--- src/rtl/seq_mult_pkg.sv ---
// Shared types and limits for the seq_mult radix-2 sequential multiplier.
package seq_mult_pkg;

    localparam int MAX_W = 32;

    typedef enum logic [1:0] {
        IDLE = 2'd0,
        RUN  = 2'd1,
        DONE = 2'd2
    } seq_mult_state_t;

endpackage

--- src/rtl/mult_step.sv ---
// One shift-add iteration: extends the accumulator high half and the multiplicand
// to W+1 bits, then adds or subtracts the partial product selected by the multiplier bit.
module mult_step
    import seq_mult_pkg::*;
#(
    parameter int W = 8
) (
    input  logic [W-1:0] acc_hi,
    input  logic [W-1:0] a_r,
    input  logic         b_bit,
    input  logic         sub,
    input  logic         sm,
    output logic [W:0]   sum
);

    logic [W:0] ext_hi;
    logic [W:0] ext_a;
    logic [W:0] pp;

    always_comb begin
        ext_hi = {sm & acc_hi[W-1], acc_hi};
        ext_a  = {sm & a_r[W-1], a_r};
        pp     = b_bit ? ext_a : '0;
        // The multiplier MSB carries negative weight in signed mode.
        sum    = sub ? (ext_hi - pp) : (ext_hi + pp);
    end

endmodule

--- src/rtl/seq_mult.sv ---
// Radix-2 sequential shift-add multiplier, W x W -> 2W in W iterations, with
// optional two's-complement mode, busy/ready handshake and a held product register.
module seq_mult
    import seq_mult_pkg::*;
#(
    parameter  int W  = 8,
    localparam int CW = $clog2(W)
) (
    input  logic           clk,
    input  logic           rst_n,
    input  logic           start,
    input  logic           signed_mode,
    input  logic [W-1:0]   a,
    input  logic [W-1:0]   b,
    output logic           busy,
    output logic           ready,
    output logic [2*W-1:0] m
);

    if (W < 2 || W > MAX_W) begin : g_bad_width
        $error("seq_mult: W must lie in 2..%0d", MAX_W);
    end

    localparam logic [CW-1:0] LAST = CW'(W - 1);

    seq_mult_state_t state_q, state_d;
    logic [CW-1:0]   cnt_q, cnt_d;
    logic [W-1:0]    a_q, a_d;
    logic [W-1:0]    b_q, b_d;
    logic            sm_q, sm_d;
    logic [W-1:0]    hi_q, hi_d;
    logic [W-1:0]    lo_q, lo_d;
    logic [2*W-1:0]  m_q, m_d;
    logic            take;
    logic            sub;
    logic [W:0]      sum;

    assign sub = sm_q & (cnt_q == LAST);

    mult_step #(.W(W)) u_step (
        .acc_hi (hi_q),
        .a_r    (a_q),
        .b_bit  (b_q[0]),
        .sub    (sub),
        .sm     (sm_q),
        .sum    (sum)
    );

    always_ff @(posedge clk or negedge rst_n) begin
        if (!rst_n) begin
            state_q <= IDLE;
            cnt_q   <= '0;
            a_q     <= '0;
            b_q     <= '0;
            sm_q    <= 1'b0;
            hi_q    <= '0;
            lo_q    <= '0;
            m_q     <= '0;
        end else begin
            state_q <= state_d;
            cnt_q   <= cnt_d;
            a_q     <= a_d;
            b_q     <= b_d;
            sm_q    <= sm_d;
            hi_q    <= hi_d;
            lo_q    <= lo_d;
            m_q     <= m_d;
        end
    end

    always_comb begin
        state_d = state_q;
        cnt_d   = cnt_q;
        a_d     = a_q;
        b_d     = b_q;
        sm_d    = sm_q;
        hi_d    = hi_q;
        lo_d    = lo_q;
        m_d     = m_q;
        take    = 1'b0;

        case (state_q)
            IDLE: begin
                take = start;
            end
            RUN: begin
                hi_d  = sum[W:1];
                lo_d  = {sum[0], lo_q[W-1:1]};
                b_d   = b_q >> 1;
                cnt_d = cnt_q + CW'(1);
                if (cnt_q == LAST) begin
                    m_d     = {hi_d, lo_d};
                    state_d = DONE;
                end
            end
            DONE: begin
                take    = start;
                state_d = IDLE;
            end
            default: begin
                state_d = IDLE;
            end
        endcase

        // Accepting a request is identical from IDLE and DONE, so it overrides both.
        if (take) begin
            a_d     = a;
            b_d     = b;
            sm_d    = signed_mode;
            hi_d    = '0;
            lo_d    = '0;
            cnt_d   = '0;
            state_d = RUN;
        end
    end

    assign busy  = (state_q == RUN);
    assign ready = (state_q == DONE);
    assign m     = m_q;

endmodule

--- config.mk ---
export PLATFORM = sky130hd
export DESIGN_NAME = seq_mult
export DESIGN_NICKNAME = d
export VERILOG_FILES = /design/src/rtl/seq_mult_pkg.sv /design/src/rtl/mult_step.sv /design/src/rtl/seq_mult.sv
export SDC_FILE = /design/constraint.sdc
export NUM_CORES = 1
export LEC_CHECK = 0
export ABC_AREA = 0
export CORE_ASPECT_RATIO = 1.75
export CORE_MARGIN = 2
export CORE_UTILIZATION = 54
export DETAILED_ROUTE_END_ITERATION = 7
export PLACE_DENSITY = 0.87
export SLEW_MARGIN = 20
export SYNTH_ARGS = -nofsm -noshare
export SYNTH_HDL_FRONTEND = slang
export SYNTH_SLANG_ARGS = --single-unit
--- constraint.sdc ---
create_clock -name clk -period 3.5 [get_ports clk]
set_clock_uncertainty 0.05 [all_clocks]
set_input_delay 0.7 -clock clk [delete_from_list [all_inputs] [get_ports clk]]
set_output_delay 0.7 -clock clk [all_outputs]
set_load 0.01 [all_outputs]
Word level (Yosys, flattened, before mapping)
Cells that the tools add are included.

Register bits after elaboration: 54. Bits in latches: 0. RAM bits: 0. ROM bits: 0. Bits of input ports: 20. Logic and storage cells: 38. Memories kept: 0.

$add $sub $neg: 3. Multiply operators: 0. Divide/modulo/power cells: 0. Magnitude comparators: 0. Equality and inequality tests: 5. Shifts and indexed selects: 0. Multiplexer cells: 14. Bitwise logic cells: 3. Reductions and logical operators: 5.

Operators by type and width (number): 2-to-1 mux 8 bit (6); 2-to-1 mux 9 bit (2); adder 9 bit (1); subtractor 9 bit (1); 2-to-1 mux 3 bit (2); 2-to-1 mux 2 bit (2); case mux 2 bit (2 select lines) (1); AND reduction 2 bit (2); adder 3 x 1 -> 3 bit, second input constant (1); AND 1 bit (3); equality test 3 bit, second input constant (1); != test 3 x 1 -> 1 bit, second input constant (1); equality test 2 x 1 -> 1 bit, second input constant (1); equality test 2 bit, second input constant (1); zero test 2 bit (1); != test 2 bit, second input constant (1); nonzero test 2 bit (1); OR reduction 2 bit (1); 2-to-1 mux 1 bit (1).

Longest topological paths before layout
Depth after elaboration: 6. Mapped depth: 13. Depth with buffers taken out: 13.

Modules after synthesis
Synthesis repeated with hierarchy kept, for this count alone.

Cells, all modules: 245. Area total of the unflattened synthesis: 2896.5 µm².

Modules (own cells, without submodules): seq_mult (times used 1, cells an instance 159, area an instance 2342.2 µm², seq. area each 1326.3 µm²); mult_step (times used 1, cells an instance 86, area an instance 554.3 µm², seq. area each 0.0 µm²).

Worst setup path after synthesis
No wires, ideal clock.

Kind: register to register. Start: register cnt_q[0]. End: register hi_q[4]. Arrival: 2.689 ns. Path slack: 0.640 ns. Cell stages (with the launch flop): 13. Buffers on the path: 1. Cell sequence: dfrtp_1 ha_1 ha_1 and2_1 clkbuf_1 nor2_1 xor2_1 ha_1 o21ai_0 a21boi_1 o21a_1 or3_1 a32o_1.

Word-level cells in the longest chain between the ends: 5.

Ends and longest elaborated chain: from (decl) (RTL line seq_mult.sv:27) `logic [CW-1:0] cnt_q, cnt_d;`; from (signal assigned) (RTL line seq_mult.sv:61) `cnt_q <= cnt_d;`; equality test 3 bit (RTL line seq_mult.sv:38) `assign sub = sm_q & (cnt_q == LAST);`; AND 1 bit (RTL line seq_mult.sv:38); 2-to-1 mux 9 bit (RTL line mult_step.sv:25) `sum = sub ? (ext_hi - pp) : (ext_hi + pp);`; 2-to-1 mux 8 bit (RTL line seq_mult.sv:82) `case (state_q)`; 2-to-1 mux 8 bit (RTL line seq_mult.sv:106) `if (take) begin`; to (signal assigned) (RTL line seq_mult.sv:65) `hi_q <= hi_d;`; to (decl) (RTL line seq_mult.sv:31) `logic [W-1:0] hi_q, hi_d;`.

Every way passes these cells. The select of a mux whose other input is x is not followed. A chain may end at the register's enable or synchronous reset.

Worst setup path after layout
Start: register cnt_q[0]. End: register hi_q[6].

The elaborated chain is that of the path after synthesis.

==> results.sh <==
export IMPL_end_kind="flop"
export IMPL_drc_errors=0
export IMPL_synth_common_cells="dfrtp_1 (53), nand2_1 (33), mux2_2 (21), o21ai_0 (18), a22o_1 (13)"
export IMPL_num_vias=1905
export IMPL_tightestPinTransition_ps=651
export IMPL_synth_top_flop_cell="dfrtp_1"
export IMPL_irDropWorstVdd_mv=0.649
export IMPL_cts_max_path_buffers=2
export IMPL_rsz0062_at_grt="false"
export IMPL_rrSetupSlack_ps=300
export IMPL_timing_setup_tns_ps=0
export IMPL_p_total_mw=3.51
export IMPL_dp_slack_ps=367
export IMPL_cts_buffers=5
export IMPL_hp_class="in -> async"
export IMPL_period_share_pct=91.5
export IMPL_core_um2=4670
export IMPL_netlist_instances=236
export IMPL_synth_compound_area_share_pct=15.5
export IMPL_drive_gt1_share_pct=15.0
export IMPL_cts_resized=0
export IMPL_worstPathRequired_ps=3630
export IMPL_rr_worst_depth=12
export IMPL_fp_dieW_um=56.7
export IMPL_place_congestion=1.00
export IMPL_r2r_start="cnt_q[0]"
export IMPL_cpMaxStageDelayCell="dfrtp_1"
export IMPL_ios=38
export IMPL_worst_slack_ps=297
export IMPL_synth_top_area_share_pct=50.5
export IMPL_port_buffer_count=37
export IMPL_grt_max_degree=54
export IMPL_clkTransAtPathRegs_ps=100
export IMPL_postCtsSetupRepairBufs=0
export IMPL_pwr_density_cell_nw_per_um2=1120
export IMPL_setup_worst_path_class="reg -> reg"
export IMPL_diodes=0
export IMPL_initial_core_util_pct=56.2
export IMPL_max_slew_margin_pct=56.6
export IMPL_syn_nets=268
export IMPL_synth_seq_cells=53
export IMPL_syn_area_um2=2620
export IMPL_fin_crit_ps=3200
export IMPL_drv_slew=0
export IMPL_post_dp_hpwl_um=3730
export IMPL_nNetsFinal=305
export IMPL_crit_fanout=7
export IMPL_fin_cells=326
export IMPL_antenna_found_initial=0
export IMPL_synth_top_family_by_area="compound AO/OA/AOI/OAI gates"
export IMPL_post_place_cells=318
export IMPL_synth_area_leaders="dfrtp_1 (51%), mux2_2 (9.0%), ha_1 (5.2%)"
export IMPL_htreeDepth=2
export IMPL_area_growth_pct=19.5
export IMPL_synthMostInstantiatedCell="dfrtp_1"
export IMPL_fill_cells=379
export IMPL_avgViaCountPerCell=5.84
export IMPL_whs_ps=350
export IMPL_synthSimpleGateAreaFrac_pct=10.7
export IMPL_cp_start_kind="flop"
export IMPL_cts_tree="yes"
export IMPL_grt_pass1_wl_um=8520
export IMPL_path_common_cell="ha_1"
export IMPL_synth_adder_area_share_pct=6.01
export IMPL_max_stage_delay_ps=400
export IMPL_synth_seq_area_share_pct=50.5
export IMPL_yosys_warnings=0
export IMPL_dieArea_um2=5450
export IMPL_leakage_nw=1.37
export IMPL_finalSetupViolCount=0
export IMPL_wirelength_um=5160
export IMPL_synth_top_area_cell="dfrtp_1"
export IMPL_gr_usage_all_layers_pct=20.3
export IMPL_synth_async_sr_flop_share_pct=100
export IMPL_clockRootBuffer="clkbuf_8"
export IMPL_final_antenna_net_count=0
export IMPL_cts_sinks=53
export IMPL_max_freq_ghz=0.312
export IMPL_maxCapViolations=0
export IMPL_wl_per_cell_um=15.8
export IMPL_synth_edff_count=0
export IMPL_hold_viol=0
export IMPL_synthMuxAreaShare_pct=10.9
export IMPL_worstPathArrival_ps=3330
export IMPL_row_count=33
export IMPL_first_iter_violations=41
export IMPL_status="finished, final reports clean"
export IMPL_ctsHoldBuffers=0
export IMPL_clk_latency_ps=310
export IMPL_synth_distinct_cells=41
export IMPL_synthXorXnorAreaFrac_pct=3.67
export IMPL_grt_overflow=0
export IMPL_die_y_um=96.2
export IMPL_path_delay_family="compound AO/OA/AOI/OAI gates"
export IMPL_firstDrtPassIters=4
export IMPL_crit_buf_inv=0
export IMPL_cp_cell_sequence="ha_1 -> ha_1 -> and2_1 -> nor2_1 -> nor2_1 -> o21ai_0 -> o211ai_1 -> ha_1 -> a2111o_1 -> o22ai_1 -> xor2_1 -> o21ai_0"
export IMPL_syn_avg_cell_area_um2=11.1
export IMPL_grt_pass1_vias=1855
export IMPL_timing_rr_end="hi_q[6]"
worst register-to-register path, stage by stage, from the launching register on:
cell and delay, ps:
dfrtp_1 400, ha_1 200, ha_1 230, and2_1 270, nor2_1 250, nor2_1 70, o21ai_0 70, o211ai_1 140
ha_1 390, a2111o_1 390, o22ai_1 260, xor2_1 230, o21ai_0 100
cell type report:
cell class,count,area [um2],area share (%)
Clock inverter,3,21.3,0.679
Multi-Input combinational cell,165,1230,39.2
Clock buffer,5,68.8,2.20
Tap cell,52,65.1,2.08
Sequential cell,53,1330,42.3
Timing Repair Buffer,41,398,12.7
Inverter,7,26.3,0.838
worst max-delay path by stage:
stage / from / end / depth (start not counted)
finish: cnt_q[0] / hi_q[6] / 12
global route: cnt_q[0] / m[15] / 12
CTS: cnt_q[0] / hi_q[6] / 12
detailed placement: cnt_q[0] / hi_q[6] / 12
global placement: cnt_q[0] / hi_q[6] / 12
floorplan: cnt_q[0] / hi_q[4] / 12
logic make-up (layout without fill, tap and decap cells):
kind of cell               after synthesis  in the layout
and+or+nand+nor                         60             60
muxes                                   26             26
xor gates and xnor gates                11             11
AOI/OAI and AO/OA                       56             56
DFF                                     53             53
buffers and inverters                   18             56
adders and majority gates               12             12
cells in the final DEF (no fill, tap or decap), types with 5 or more instances in the layout:
cell             Yosys  final
inv_1                6      6
mux2i_1              5      5
a22o_1              13     13
nand2_1             33     33
clkbuf_8             0      5
dfrtp_1             53     53
o21ai_0             18     18
ha_1                11     11
xor2_1               5      5
nor2_1              12     12
clkdlybuf4s50_1      0     36
buf_4                0      5
mux2_2              21     21
xnor2_1              6      6
where the power goes:
group          switching (mW)  internal (mW)  total (mW)
Sequential              0.233          0.915        1.15
Clock                   0.206          0.142       0.348
Combinational            1.03          0.990        2.02
stage by stage:
| step | instance area, um2 | util, % |
|---|---|---|
| floorplan | 2620 | - |
| global placement | 3040 | 65.2 |
| detailed placement | 3040 | 65.2 |
| CTS | 3130 | 67.1 |
| global route | 3130 | 67.2 |
| finish | 3130 | 67.2 |
metal layers:
| metal | vias to the layer above | track usage (%) | share of wire (%) | wire length (um) |
|---|---|---|---|---|
| met3 | 11 | 3.63 | 3.3 | 169 |
| met4 | 0 | 8.53 | 2.6 | 133 |
| met2 | 42 | 36.2 | 54 | 2800 |
| li1 | 906 | - | - | - |
| met5 | - | 0 | 0 | 0 |
| met1 | 946 | 23.7 | 40 | 2050 |
state kept, by name, summed over array words and instances (netlist names):
| signal | count |
|---|---|
| a_q | 8 |
| m | 16 |
| sm_q | 1 |
| state_q | 2 |
| cnt_q | 3 |
| hi_q | 8 |
| b_q | 8 |
| lo_q | 7 |
Note: power is estimated with default switching activity, not from simulation.
